File: src/rtl/pixel_stream_reader.sv
// Read master for the 24-bit RGB pixel RAM: fetches a run of words
// through a 1-cycle RAM port and streams R/G/B over valid/ready.
module pixel_stream_reader #(
  parameter int ADDR_W = 18,
  parameter int DATA_W = 24
) (
  input  logic              clk,
  input  logic              rst,
  input  logic              start,
  input  logic [ADDR_W-1:0] base_addr,
  input  logic [ADDR_W-1:0] length,
  output logic              mem_rd_en,
  output logic [ADDR_W-1:0] mem_addr,
  input  logic [DATA_W-1:0] mem_q,
  output logic              px_valid,
  input  logic              px_ready,
  output logic [7:0]        px_r,
  output logic [7:0]        px_g,
  output logic [7:0]        px_b,
  output logic              px_last,
  output logic              busy,
  output logic              done
);

  localparam int CW = ADDR_W + 1;

  typedef enum logic [1:0] {
    S_IDLE,
    S_RUN,
    S_DONE
  } state_t;

  state_t            r_state;
  logic [ADDR_W-1:0] r_base;
  logic [CW-1:0]     r_len;
  logic [CW-1:0]     r_issued;
  logic [CW-1:0]     r_accepted;
  logic              r_inflight;
  logic [1:0]        r_count;
  logic              r_head;
  logic [DATA_W-1:0] r_buf [2];

  logic              w_pop;
  logic              w_last;
  logic              w_wr_idx;
  logic [2:0]        w_occ;
  logic [DATA_W-1:0] w_head;

  assign w_head   = r_buf[r_head];
  assign px_valid = (r_count != 2'd0);
  assign w_pop    = px_valid & px_ready;
  assign w_last   = (r_accepted == r_len - CW'(1));
  // Occupancy after this cycle's return and pop; a new read needs a free slot.
  assign w_occ    = 3'(r_count) + 3'(r_inflight) - 3'(w_pop);
  // A return only lands when count <= 1, so the tail is head + count.
  assign w_wr_idx = r_head ^ r_count[0];

  assign mem_rd_en = (r_state == S_RUN) &&
                     (r_issued < r_len) &&
                     (w_occ < 3'd2);
  assign mem_addr  = r_base + r_issued[ADDR_W-1:0];

  assign px_r    = w_head[23:16];
  assign px_g    = w_head[15:8];
  assign px_b    = w_head[7:0];
  assign px_last = px_valid & w_last;
  assign busy    = (r_state != S_IDLE);
  assign done    = (r_state == S_DONE);

  always_ff @(posedge clk or posedge rst) begin
    if (rst) begin
      r_state    <= S_IDLE;
      r_base     <= '0;
      r_len      <= '0;
      r_issued   <= '0;
      r_accepted <= '0;
      r_inflight <= 1'b0;
      r_count    <= 2'd0;
      r_head     <= 1'b0;
      r_buf[0]   <= '0;
      r_buf[1]   <= '0;
    end else begin
      r_inflight <= mem_rd_en;
      r_count    <= w_occ[1:0];
      if (mem_rd_en) r_issued <= r_issued + CW'(1);
      if (r_inflight) r_buf[w_wr_idx] <= mem_q;
      if (w_pop) begin
        r_head     <= ~r_head;
        r_accepted <= r_accepted + CW'(1);
      end
      unique case (r_state)
        S_IDLE: begin
          if (start) begin
            r_base     <= base_addr;
            r_len      <= {1'b0, length};
            r_issued   <= '0;
            r_accepted <= '0;
            r_inflight <= 1'b0;
            r_count    <= 2'd0;
            r_head     <= 1'b0;
            r_state    <= (length == '0) ? S_DONE : S_RUN;
          end
        end
        S_RUN: begin
          if (w_pop && w_last) r_state <= S_DONE;
        end
        S_DONE: r_state <= S_IDLE;
        default: r_state <= S_IDLE;
      endcase
    end
  end

endmodule

File: config.mk
export PLATFORM = sky130hd
export DESIGN_NAME = pixel_stream_reader
export DESIGN_NICKNAME = d
export VERILOG_FILES = /design/src/rtl/pixel_stream_reader.sv
export SDC_FILE = /design/constraint.sdc
export NUM_CORES = 1
export LEC_CHECK = 0
export ABC_AREA = 1
export CAP_MARGIN = 20
export CORE_ASPECT_RATIO = 1.75
export CORE_UTILIZATION = 50
export DETAILED_ROUTE_END_ITERATION = 7
export PLACE_DENSITY = 0.8
export SLEW_MARGIN = 0
export SYNTH_ARGS = -nofsm -noshare
export SYNTH_HDL_FRONTEND = slang
export SYNTH_SLANG_ARGS = --single-unit
File: constraint.sdc
create_clock -name clk -period 7.8 [get_ports clk]
set_clock_uncertainty 0.2 [all_clocks]
set_input_delay 1.17 -clock clk [delete_from_list [all_inputs] [get_ports clk]]
set_output_delay 1.17 -clock clk [all_outputs]
set_load 0.005 [all_outputs]
# Word-level counts from Yosys, hierarchy flattened

Index checks and enable logic that the tools add are counted.

Bits of input ports: 64
Bits in latches: 0
Memories kept: 0
Bits in registers: 128
Logic and storage cells: 65
ROM bits: 0
Output and inout port bits: 47
RAM bits: 0

Reduce and logical (&&, ||, !) cells: 10
Divide/modulo/power cells: 0
Shifts and indexed selects: 0
Multipliers: 0
Eq/ne operators: 5
Order comparisons: 5
Mux-type cells: 23
Bitwise logic cells: 6
$add $sub $neg: 6

Operators with widths:

| cell                                                        | count |
|---|---|
| two-way mux 19 bit                                          | 6 |
| two-way mux 24 bit                                          | 4 |
| bitwise mux 48 bit                                          | 1 |
| adder 19 x 1 -> 19 bit (second input constant)              | 2 |
| demux 24 bit (select 1 bit)                                 | 1 |
| equality test 19 bit                                        | 1 |
| less-than comparator 19 x 18 -> 1 bit                       | 1 |
| subtractor 18 x 1 -> 19 bit (second input constant)         | 1 |
| adder 18 bit                                                | 1 |
| logical NOT 18 bit                                          | 1 |
| two-way mux 2 bit                                           | 5 |
| two-way mux 1 bit                                           | 5 |
| >= comparator 2 bit (second input constant)                 | 2 |
| logical AND 1 bit                                           | 4 |
| NOT 1 -> 2 bit                                              | 2 |
| case mux 2 bit (2 select lines)                             | 1 |
| AND reduction 2 bit                                         | 2 |
| nonzero test 2 bit                                          | 2 |
| adder 2 x 1 -> 3 bit                                        | 1 |
| less-than comparator 3 x 2 -> 1 bit (second input constant) | 1 |
| subtractor 3 x 1 -> 3 bit                                   | 1 |
| AND 1 bit                                                   | 2 |
| equality test 2 x 1 -> 1 bit (second input constant)        | 1 |
| equality test 2 bit (second input constant)                 | 1 |
| 6 further kinds                                             | 6 |

# Depth between registers and ports, before layout

Depth after elaboration: 8
Gate-level depth with buffers: 15
Gate-level depth less buffers: 15

# Least setup slack after synthesis

Ideal clock, no wire load.

Path kind: input-to-output
Start: input px_ready
End: output mem_rd_en
Stages: 10
Data required time: 6430 ps
Slack: 3682 ps
Arrival: 2748 ps
Cell sequence: nand2_4 -> inv_2 -> ha_1 -> inv_1 -> ha_1 -> fa_1 -> or2_2 -> nand3_1 -> nor2_1 -> buf_2

Cells in the longest elaborated chain, start to end: 4

RTL lines:

| element                             | line | RTL |
|---|---|---|
| start: declaration                  | 16   | `input logic px_ready,` |
| AND 1 bit                           | 51   | `assign w_pop = px_valid & px_ready;` |
| subtractor 3 x 1 -> 3 bit           | 54   | `assign w_occ = 3'(r_count) + 3'(r_inflight) - 3'(w_pop);` |
| less-than comparator 3 x 2 -> 1 bit | 60   | `(w_occ < 3'd2);` |
| logical AND 1 bit                   | 59   | `(r_issued < r_len) &&` |
| end: declaration                    | 12   | `output logic mem_rd_en,` |

No other way between the ends.

# Final worst setup path

Ends and elaborated chain as after synthesis.

==> results.ini <==
[sta]
finalSetupTns_ps = 0
tightest_slew_ps = 833
rsz0062_at_grt = false
max_freq_ghz = 0.193
slew_headroom_pct = 44.4
setup_viol = 0
slew_violations = 0
period_minus_slack_ps = 5190
fin_crit_sh_pct = 66.6
hold_viol = 0
worst_hold_slack_ps = 290

[clock_network]
cts_tree = yes
clock_sinks = 128
clkTransAtPathRegs_ps = 60
clk_latency_ps = 430
postCtsSetupRepairBufs = 0
cts_resized = 0
ctsHoldBuffers = 0
cts-htree-levels = 4
cts_buffers = 17
root_buffer = clkbuf_16
cts.path.max_buffers = 2

[pwr]
p_sw_mw = 1.39
combPwrFrac_pct = 46.8
switching_share_pct = 39.2
power.density_nw_per_um2 = 358
cellLeakagePower_nw = 4.81
power_frac_seq_pct = 30.9
fin_total_pwr_mw = 3.54
p_int_mw = 2.15
power_frac_clock_pct = 22.3
peakVddDrop_mv = 0.236

[drt]
first_pass_iters = 5
drt_wl_total_mm = 19.8
num_vias = 7130
drc = 0
ant_nets = 0
routedWlPerCell_um = 14.9
drt-vias-per-instance = 5.39
first_iter_violations = 281

[worst_setup_path]
crit_path_start = px_ready
worstPathRequired_ps = 6430
worst_setup_path_end_kind = primary output
path_delay_family = buffers and inverters
arrival_ps = 3820
worst_path_max_delay_cell = clkdlybuf4s50_1
reg2reg_depth = 15
path_depth = 11
cp.buffers_inverters = 5
reg2reg_from = r_count[0]
cp_max_fo = 8
path_class = in2out
setup.worst_path.start_class = input port
crit_path_max_incr_delay_ps = 590
worstPathCellList = clkdlybuf4s50_1 > nand2_4 > inv_2 > ha_1 > inv_1 > ha_1 > fa_1 > inv_1 > nand3_1 > nor2_2 > clkdlybuf4s50_1

[placement]
port_buffers = 110
place.gp.congestion = 0.926
dp_hpwl_mm = 14.3
dp_cells = 1290

[die]
dieArea_um2 = 16500
pin_count = 111
fp.dieH_um = 169
row_count = 60
die_w_um = 97.5
start_util_pct = 51.6
core_area_um2 = 15500

[grt]
first_global_vias = 7276
grt_overflow = 0
antenna_found_initial = 0
grt_max_degree = 81
grt_usage_pct = 25.0
grt_pass1_wl_mm = 32.9

[logic_synthesis]
yosys_warnings = 0
syn_inst = 1014
ys_types = 42
synthFlopType = dfrtp_1
synth_edf_count = 0
synth_simple_gate_area_share_pct = 26.9
ys_ff_latch = 128
synth-adder-area-share_pct = 6.62
synthXorXnorAreaFrac_pct = 4.94
avgSynthCellArea_um2 = 7.86
synth_compound_area_share_pct = 8.77
ys_seq_area_share_pct = 40.2
syn_nets = 1119
async_reset_ff_share_pct = 100
synth_top_family_by_area = simple AND/OR/NAND/NOR gates
syn_area_um2 = 7970
synthMuxAreaShare_pct = 5.79

[final_layout]
final_cell_mix = 281 x nand2_1, 128 x dfrtp_1, 110 x inv_1, 110 x clkdlybuf4s50_1, 84 x nor2_1
fill_cells = 1349
fin_nets = 1230
antennaDiodeCount = 0
drive_gt1_share_pct = 10.4
instances_no_fill = 1324
final_common_cell = nand2_1
syn_to_final_growth_pct = 24.1

[hold_path]
holdCritPathClass = reg2reg
hold_depth = 2
hp-start = r_base[0]

[run]
drv.max_cap_violation_count = 0

[outcome]
status = finished, final reports clean

## routing by layer
metal  routed length, µm  vias to the layer above  global-route usage (%)
li1                    -                     3502                       -
met1                7380                     3323                    25.5
met2               10500                      228                    46.5
met3                 764                       77                    4.09
met4                1140                        0                    16.0
met5                   0                        -                       0
## per-stage QoR
step	area (µm²)	setup slack, ps	util [%]
after floorplan	7970	3020	-
after global placement	9250	2650	59.8
after detailed placement	9250	2660	59.8
after CTS	9840	2630	63.6
after global routing	9890	2520	64.0
final	9890	2610	64.0
## final timing paths
path / to / slack [ps]
setup / recovery: mem_rd_en / 2610
hold / removal: r_base[0] / 290
setup reg to reg: r_issued[10] / 4280
hold reg to reg: r_base[0] / 290
max in group asynchronous: r_buf[41] / 5350
min in group asynchronous: r_base[14] / 820
## synth_stat cells (8+ instances only)
master / n / area [µm²]
inv_1: 111 / 417
xnor2_1: 18 / 158
ha_1: 39 / 488
xor2_1: 27 / 236
nand2_1: 282 / 1060
o21ai_0: 61 / 305
buf_2: 8 / 40.0
dfrtp_1: 128 / 3200
nor3_1: 13 / 65.1
a21oi_1: 56 / 280
nand4_1: 13 / 81.3
mux2_2: 41 / 462
clkbuf_1: 18 / 67.6
nand3_1: 49 / 245
nor2_1: 86 / 323
## area by class of cell
type                    count  area [µm²]  area share, %
multi-input cells         745        4240           42.8
inverters                 115         434           4.39
well taps                 186         233           2.35
repair buffers            118        1200           12.1
flip-flops and latches    128        3200           32.4
clock buffers              18         439           4.44
clock inverters            14         144           1.45
## power by group through the flow
stage                     sequential [mW]  clock [mW]  combinational [mW]
after global placement               1.09           0                1.61
after CTS                            1.09       0.800                1.66
after global routing                 1.12       0.831                1.86
final                                1.09       0.790                1.66
after detailed placement             1.10           0                1.64
after floorplan                      1.05           0                1.06
## cell families (layout without fill, tap and decap cells)
| kind of cell | after synthesis | count (layout) |
|---|---|---|
| compound gates | 133 | 133 |
| xor+xnor | 45 | 45 |
| fa+ha+maj | 41 | 41 |
| buf+inv | 141 | 265 |
| flops | 128 | 128 |
| mux | 41 | 41 |
| simple gates | 485 | 485 |
## state kept, by name (all words and copies together), names as in the netlist, 2 cells and up
name and flops:
r_buf 48, r_accepted 19, r_issued 19, r_base 18, r_len 18, r_count 2, r_state 2
## worst min-delay path, cell delays in order (launching register included)
cell	delay, ps
dfrtp_1	350
nand2_1	60
nand2_1	50
No activity file was read; power rests on OpenSTA's default activity.
